## src/rtl/alu_seq_ctrl.sv

```systemverilog
// Moore sequencer for the calculator datapath: one operation per Go press.
// Optional macro ALU_SEQ_DIVZ_EN adds the divide-by-zero ERR state.

// state  | code | meaning
// IDLE   | 0    | waiting for Go
// WR_A   | 1    | write in1 to reg0
// WR_B   | 2    | write in2 to reg1
// RD     | 3    | read both operands
// EXEC   | 4    | pulse alu_start
// WAIT   | 5    | multi-cycle ALU latency
// WB     | 6    | write ALU result to reg2
// DONE   | 7    | show result, Done LED
// ERR    | 8    | divide by zero (ALU_SEQ_DIVZ_EN only)
module alu_seq_ctrl #(
  parameter int unsigned MUL_LAT = 4,
  parameter int unsigned DIV_LAT = 8
) (
  input  logic       clk50MHz,
  input  logic       rst,
  input  logic       go,
  input  logic [2:0] op,
  input  logic [3:0] in1,
  input  logic [3:0] in2,
  output logic [2:0] op_q,
  output logic [3:0] wd,
  output logic       we,
  output logic [1:0] wa,
  output logic       rea,
  output logic       reb,
  output logic       s1,
  output logic       s2,
  output logic       alu_start,
  output logic [3:0] CS_out,
  output logic       Done_out,
  output logic       Err_out
);

  typedef enum logic [3:0] {
    ST_IDLE = 4'd0,
    ST_WR_A = 4'd1,
    ST_WR_B = 4'd2,
    ST_RD   = 4'd3,
    ST_EXEC = 4'd4,
    ST_WAIT = 4'd5,
    ST_WB   = 4'd6,
`ifdef ALU_SEQ_DIVZ_EN
    ST_DONE = 4'd7,
    ST_ERR  = 4'd8
`else
    ST_DONE = 4'd7
`endif
  } state_t;

  localparam logic [4:0] MUL_L = 5'(MUL_LAT);
  localparam logic [4:0] DIV_L = 5'(DIV_LAT);

  state_t     state_q, state_d;
  logic       go_q;
  logic [3:0] in1_q, in2_q;
  logic [3:0] cnt_q, cnt_d;
  logic [4:0] lat;
  logic       start;
  logic       accept;

  assign start = go & ~go_q;

  always_comb begin
    accept = 1'b0;
    if (start) begin
      case (state_q)
        ST_IDLE, ST_DONE: accept = 1'b1;
`ifdef ALU_SEQ_DIVZ_EN
        ST_ERR:           accept = 1'b1;
`endif
        default:          accept = 1'b0;
      endcase
    end
  end

  always_comb begin
    lat = 5'd1;
    if (op_q == 3'b100)      lat = MUL_L;
    else if (op_q == 3'b101) lat = DIV_L;
  end

  always_ff @(posedge clk50MHz) begin
    if (rst) begin
      state_q <= ST_IDLE;
      go_q    <= 1'b1;
      in1_q   <= 4'd0;
      in2_q   <= 4'd0;
      op_q    <= 3'd0;
      cnt_q   <= 4'd0;
    end else begin
      state_q <= state_d;
      go_q    <= go;
      cnt_q   <= cnt_d;
      if (accept) begin
        in1_q <= in1;
        in2_q <= in2;
        op_q  <= op;
      end
    end
  end

  always_comb begin
    state_d = state_q;
    cnt_d   = cnt_q;
    case (state_q)
      ST_IDLE: if (accept) state_d = ST_WR_A;
      ST_WR_A: state_d = ST_WR_B;
      ST_WR_B: state_d = ST_RD;
      ST_RD: begin
        state_d = ST_EXEC;
`ifdef ALU_SEQ_DIVZ_EN
        if (op_q == 3'b101 && in2_q == 4'd0) state_d = ST_ERR;
`endif
      end
      ST_EXEC: begin
        if (lat == 5'd1) begin
          state_d = ST_WB;
        end else begin
          cnt_d   = 4'(lat - 5'd2);
          state_d = ST_WAIT;
        end
      end
      ST_WAIT: begin
        if (cnt_q == 4'd0) state_d = ST_WB;
        else               cnt_d   = cnt_q - 4'd1;
      end
      ST_WB:   state_d = ST_DONE;
      ST_DONE: if (accept) state_d = ST_WR_A;
`ifdef ALU_SEQ_DIVZ_EN
      ST_ERR:  if (accept) state_d = ST_WR_A;
`endif
      default: state_d = ST_IDLE;
    endcase
  end

  // Outputs depend only on registered state and latched operands.
  always_comb begin
    wd        = 4'd0;
    we        = 1'b0;
    wa        = 2'd0;
    rea       = 1'b0;
    reb       = 1'b0;
    s1        = 1'b0;
    s2        = 1'b0;
    alu_start = 1'b0;
    CS_out    = 4'd0;
    Done_out  = 1'b0;
`ifdef ALU_SEQ_DIVZ_EN
    Err_out   = 1'b0;
`endif
    case (state_q)
      ST_IDLE: CS_out = 4'd0;
      ST_WR_A: begin
        CS_out = 4'd1;
        we     = 1'b1;
        wd     = in1_q;
      end
      ST_WR_B: begin
        CS_out = 4'd2;
        we     = 1'b1;
        wa     = 2'd1;
        wd     = in2_q;
      end
      ST_RD: begin
        CS_out = 4'd3;
        rea    = 1'b1;
        reb    = 1'b1;
      end
      ST_EXEC: begin
        CS_out    = 4'd4;
        rea       = 1'b1;
        reb       = 1'b1;
        alu_start = 1'b1;
      end
      ST_WAIT: begin
        CS_out = 4'd5;
        rea    = 1'b1;
        reb    = 1'b1;
      end
      ST_WB: begin
        CS_out = 4'd6;
        we     = 1'b1;
        wa     = 2'd2;
        s1     = 1'b1;
      end
      ST_DONE: begin
        CS_out   = 4'd7;
        s2       = 1'b1;
        Done_out = 1'b1;
      end
`ifdef ALU_SEQ_DIVZ_EN
      ST_ERR: begin
        CS_out   = 4'd8;
        Err_out  = 1'b1;
        Done_out = 1'b1;
      end
`endif
      default: CS_out = 4'd0;
    endcase
  end

`ifndef ALU_SEQ_DIVZ_EN
  assign Err_out = 1'b0;
`endif

endmodule

```

## config.mk

```make
export PLATFORM = sky130hd
export DESIGN_NAME = alu_seq_ctrl
export DESIGN_NICKNAME = d
export VERILOG_FILES = /design/src/rtl/alu_seq_ctrl.sv
export SDC_FILE = /design/constraint.sdc
export NUM_CORES = 1
export LEC_CHECK = 0
export ABC_AREA = 1
export BUFFER_PORTS_ARGS = -buffer_cell sky130_fd_sc_hd__buf_4
export CAP_MARGIN = 10
export CORE_MARGIN = 10
export CORE_UTILIZATION = 45
export DETAILED_ROUTE_END_ITERATION = 8
export PLACE_DENSITY = 0.81
export SLEW_MARGIN = 10
export SYNTH_ARGS = -nofsm -noshare
export SYNTH_HDL_FRONTEND = slang
export SYNTH_SLANG_ARGS = --single-unit
```

## constraint.sdc

```tcl
create_clock -name clk50MHz -period 1.2 [get_ports clk50MHz]
set_input_delay 0.24 -clock clk50MHz [delete_from_list [all_inputs] [get_ports clk50MHz]]
set_output_delay 0.24 -clock clk50MHz [all_outputs]
set_load 0.05 [all_outputs]
```

---- Word-level counts from Yosys, hierarchy flattened ----
Index checks and enable logic that the tools add are counted.
Widths: inputs -> output; s select.
operators by class
  $add $sub $neg .......................... 2
  $mul .................................... 0
  div/mod/pow operators ................... 0
  order comparisons ....................... 0
  eq/ne operators ......................... 14
  shift-type cells ........................ 0
  multiplexer cells ....................... 19
  bitwise gates (word level) .............. 2
  reduce and logical (&&, ||, !) cells .... 8
operator list
  operator             count
  $pmux 4 s7           1
  $mux 4               6
  $pmux 3 s7           1
  $eq 4x3->1 const B   4
  $pmux 4 s2           2
  $eq 4x2->1 const B   2
  $logic_not 4->1      2
  $mux 1               7
  $eq 3x3->1 const B   2
  $ne 2x2->1 const B   3
  $reduce_or 3->1      2
  $eq 5x1->1 const B   1
  $eq 4x1->1 const B   1
  $pmux 2 s2           1
  $sub 4x1->4 const B  1
  $sub 4x2->4 const B  1
  $reduce_and 3->1     1
  $mux 2               1
  $ne 2x1->1 const B   1
  $reduce_and 2->1     1
  $reduce_bool 2->1    1
  $reduce_or 2->1      1
  $and 1x1->1          1
  $not 1->1            1
word-level totals
  bits in registers ....................... 20
  bits in latches ......................... 0
  bits in writable memories ............... 0
  ROM bits ................................ 0
  bits of input ports ..................... 14
  output and inout port bits .............. 21
  word-level logic and storage cells ...... 51
  memories kept ........................... 0

---- Longest topological paths before layout ----
  depth after elaboration ................. 6
  gate-level depth with buffers ........... 10
  mapped depth without buffers ............ 10

---- Worst setup path after synthesis ----
No wires, ideal clock.
  kind .................................... flip-flop to output port
  from .................................... reg state_q[0]
  to ...................................... out reb
  arrival time ............................ 2039 ps
  data required time ...................... 960 ps
  path slack .............................. -1079 ps
  cell stages (with the launch flop) ...... 5
  path buffers ............................ 2
  path through ............................ dfxtp_1 -> buf_6 -> nand2_1 -> o21ai_0 -> buf_4
between the ends
  longest elaborated chain between the ends .. 3
  elaborated cells on any way between the ends .. 5
  those cells by class .................... eq/ne: 3; mux: 1; reduce/logical: 1
ends and longest elaborated chain
  what                                             RTL line  source
  start: declaration                               57        state_t state_q, state_d;
  start signal: assignment                         95        state_q <= state_d;
  $eq 4x3->1 / $eq 4x2->1 (equally long branches)  n/a
  $reduce_or 3->1 (no source line) *               n/a
  $mux 1 *                                         n/a
  end: declaration                                 29        output logic reb,
Every way passes the cells marked *; elsewhere a longest branch is shown, timed or not.

---- Worst setup path in the final report ----
  from .................................... reg state_q[1]
  to ...................................... out wd[2]
between the ends
  longest elaborated chain between the ends .. 2
  elaborated cells on any way between the ends .. 3
  those cells by class .................... eq/ne: 2; mux: 1
ends and longest elaborated chain
  what                                             RTL line  source
  $eq 4x2->1 / $eq 4x1->1 (equally long branches)  155       case (state_q)
  $pmux 4 s2 *                                     155
  end: declaration                                 25        output logic [3:0] wd,
Marked as above.

==> impl_results.md <==
- GRT Max-Usage Layer: met2
- Routability congestion estimate: 0.773
- Worst Clk Skew: 0.00801 ns
- Pwr per Cell Area: 1870 nW/µm²
- Ratio of final minimum period to clock period: 135%
- N_diodes: 0
- WP data arrival: 1.38 ns
- Leak: 0.858 nW
- Worst setup SP type: flip-flop
- Die area: 4860 µm²
- Syn_area_per_cell: 6.82 µm²
- Nets: 232
- CTS tree: built
- Clk sinks: 19
- Register Area: 394 µm²
- Most frequent cells in the layout: buf_4 (38), nand2_1 (24), inv_1 (17)
- Horiz. Die Dim: 69.7 µm
- Met1 usage: 13.9%
- Ports: 35
- CTS Hold Bufs: 0
- Row Count: 17
- GR Util All Layers: 15.2%
- First-pass GRT wire length: 6.25 mm
- Max-cap violations: 0
- CTS root buf: clkbuf_4
- Met2 Resource Use GR: 28.8%
- Violated checks: negative setup slack
- Sequential area share after synthesis: 34.2%
- Vias in the first global route: 1363
- Clock network power share: 9.4%
- Sw Share: 47.3%
- RSZ-0062 raised after global routing: yes
- GR met3 Demand/Resource: 3.71%
- Routed vias: 1301
- Final setup viols: 33
- Chip Height: 69.7 µm
- Mapped Area: 1110 µm²
- # H-tree levels: 1
- DR WL/cell: 17.5 µm
- CP Max Fanout: 5
- Num CTS Buffers: 3
- Core footprint: 2280 µm²
- Initial antenna violation count: 0
- Multi-input gate area: 766 µm²
- Starting density of the core: 48.9%
- Data required time of the critical path: 0.96 ns
- Worst Setup End Kind: output pin
- Via density: 5.33
- Synth unique cells: 24
- Critical setup path kind: flip-flop to output pin
- Max VDD drop: 1.26 mV
- Drt drc: 0
- Sequential cell fraction of total power: 22.1%
- Synth Register Bits: 19
- Fin. max-slew vios: 0
- F_max: 617 MHz
- Int Power: 0.00192 W
- Final hold vios: 0
- Reg clk slew, reported paths: 0.12 ns
- Overflow after GRT: 0
- Worst Slack Setup Final: -0.421 ns
- Fillers: 128
- YS warnings: 0
- Commonest non-fill, non-tap cell in the layout: buf_4
- Final WL: 4.27 mm
- Largest net degree at the start of global routing: 13
- Hold Path Class: input port to flip-flop
- Sw power: 0.00172 W
- Setup TNS Final: -7.71 ns
- Port bufs: 32
- Clk Latency, worst-skew pair: 0.31 ns
- Fin Hold WS: 0.183 ns
- DR iter-0 viols: 60
- Status: complete, but fails checks
- Combinational share of power: 68.5%
- Share of cells above drive strength 1: 55.1%
- P&R area growth vs syn: 74.5%
- Placed inst area: 1600 µm²
- Final HPWL DP: 2.61 mm
- Routed Antenna Nets: 0
- Clock Tree Buf Depth: 2
- Drt pass-1 iters: 4
- Final min period: 1.62 ns
- Finished Cell Area: 1940 µm²
- Syn Inst Count: 163
worst max-delay path: stages, from the launching register on:
cell and delay [ns]:
dfxtp_4 0.39, buf_6 0.12, nand2_8 0.05, nor2_4 0.18
nand2_2 0.10, o21ai_4 0.07, buf_6 0.17
through the flow:
stage	power, W	utilization, %	cells	setup slack, ns
floorplan	0.00205	-	164	-0.257
global placement	0.00262	70.1	232	-0.203
detailed placement	0.00266	70.1	232	-0.219
CTS	0.00342	81.8	242	-0.397
global route	0.00378	85.3	244	-0.463
finish	0.00363	85.3	244	-0.421
logic make-up (layout without fill, tap and decap cells):
kind of cell / count (synthesis) / after routing / share of synthesized area (%)
flops: 19 / 19 / 34.2
simple gates: 82 / 82 / 36.1
buf+inv: 38 / 90 / 18.0
compound gates: 22 / 22 / 10.2
other cells: 1 / 2 / 0.337
fa+ha+maj: 1 / 1 / 1.12
cells in the mapped netlist:
master	instances	share of area (%)
nand2_1	34	11
dfxtp_1	19	34
inv_1	19	6.4
nand3_1	16	7.2
nor2_1	16	5.4
a21oi_1	11	4.9
o21ai_0	8	3.6
buf_4	7	4.7
buf_6	4	4.0
inv_2	4	1.3
nand2_2	4	2.2
clkbuf_1	3	1.0
nand4_1	3	1.7
nor2_2	3	1.7
nand2_4	2	2.0
o21ai_1	2	0.90
a21oi_2	1	0.79
buf_2	1	0.45
conb_1	1	0.34
ha_1	1	1.1
nand3_2	1	0.90
nand3b_1	1	0.68
nor2_4	1	1.0
nor2_8	1	1.8
final cells by class:
type / instances / share of cell area, %
multi-input combinational: 107 / 39.5
timing repair buffer: 63 / 32.0
sequential: 19 / 20.3
inverter: 23 / 5.03
tap: 28 / 1.81
clock buffer: 4 / 1.35
state kept, by name, summed over array words and instances, names as in the netlist:
register / count
state_q: 3
in2_q: 4
op_q: 3
go_q: 1
cnt_q: 4
in1_q: 4
power groups by stage:
stage / logic (W) / clock network, W / registers [W]
floorplan: 0.00129 / 0 / 0.000760
global placement: 0.00181 / 0 / 0.000804
detailed placement: 0.00186 / 0 / 0.000806
CTS: 0.00229 / 0.000339 / 0.000795
global route: 0.00260 / 0.000368 / 0.000810
finish: 0.00249 / 0.000341 / 0.000802
metal layers:
layer | wire (µm) | vias up
met1 | 1380 | 585
met3 | 355 | 29
met5 | 0 | -
met4 | 270 | 0
li1 | - | 604
met2 | 2270 | 83
what timing repair did:
action	CTS	global route
pin swaps	13	15
gates resized for setup	50	18
setup endpoints to repair	33	33
buffers inserted	6	3
gates cloned	0	0
path summary, 6_finish.rpt:
kind / start / endpoint / slack [ns] / depth (start not counted)
worst max-delay path: state_q[1] / wd[2] / -0.42 / 6
worst min-delay path: rst / op_q[2] / 0.18 / 2
worst max register to register: state_q[1] / state_q[0] / -0.26 / 8
worst min register to register: in1_q[1] / in1_q[1] / 0.47 / 2
Note: power is estimated with default switching activity, not from simulation.
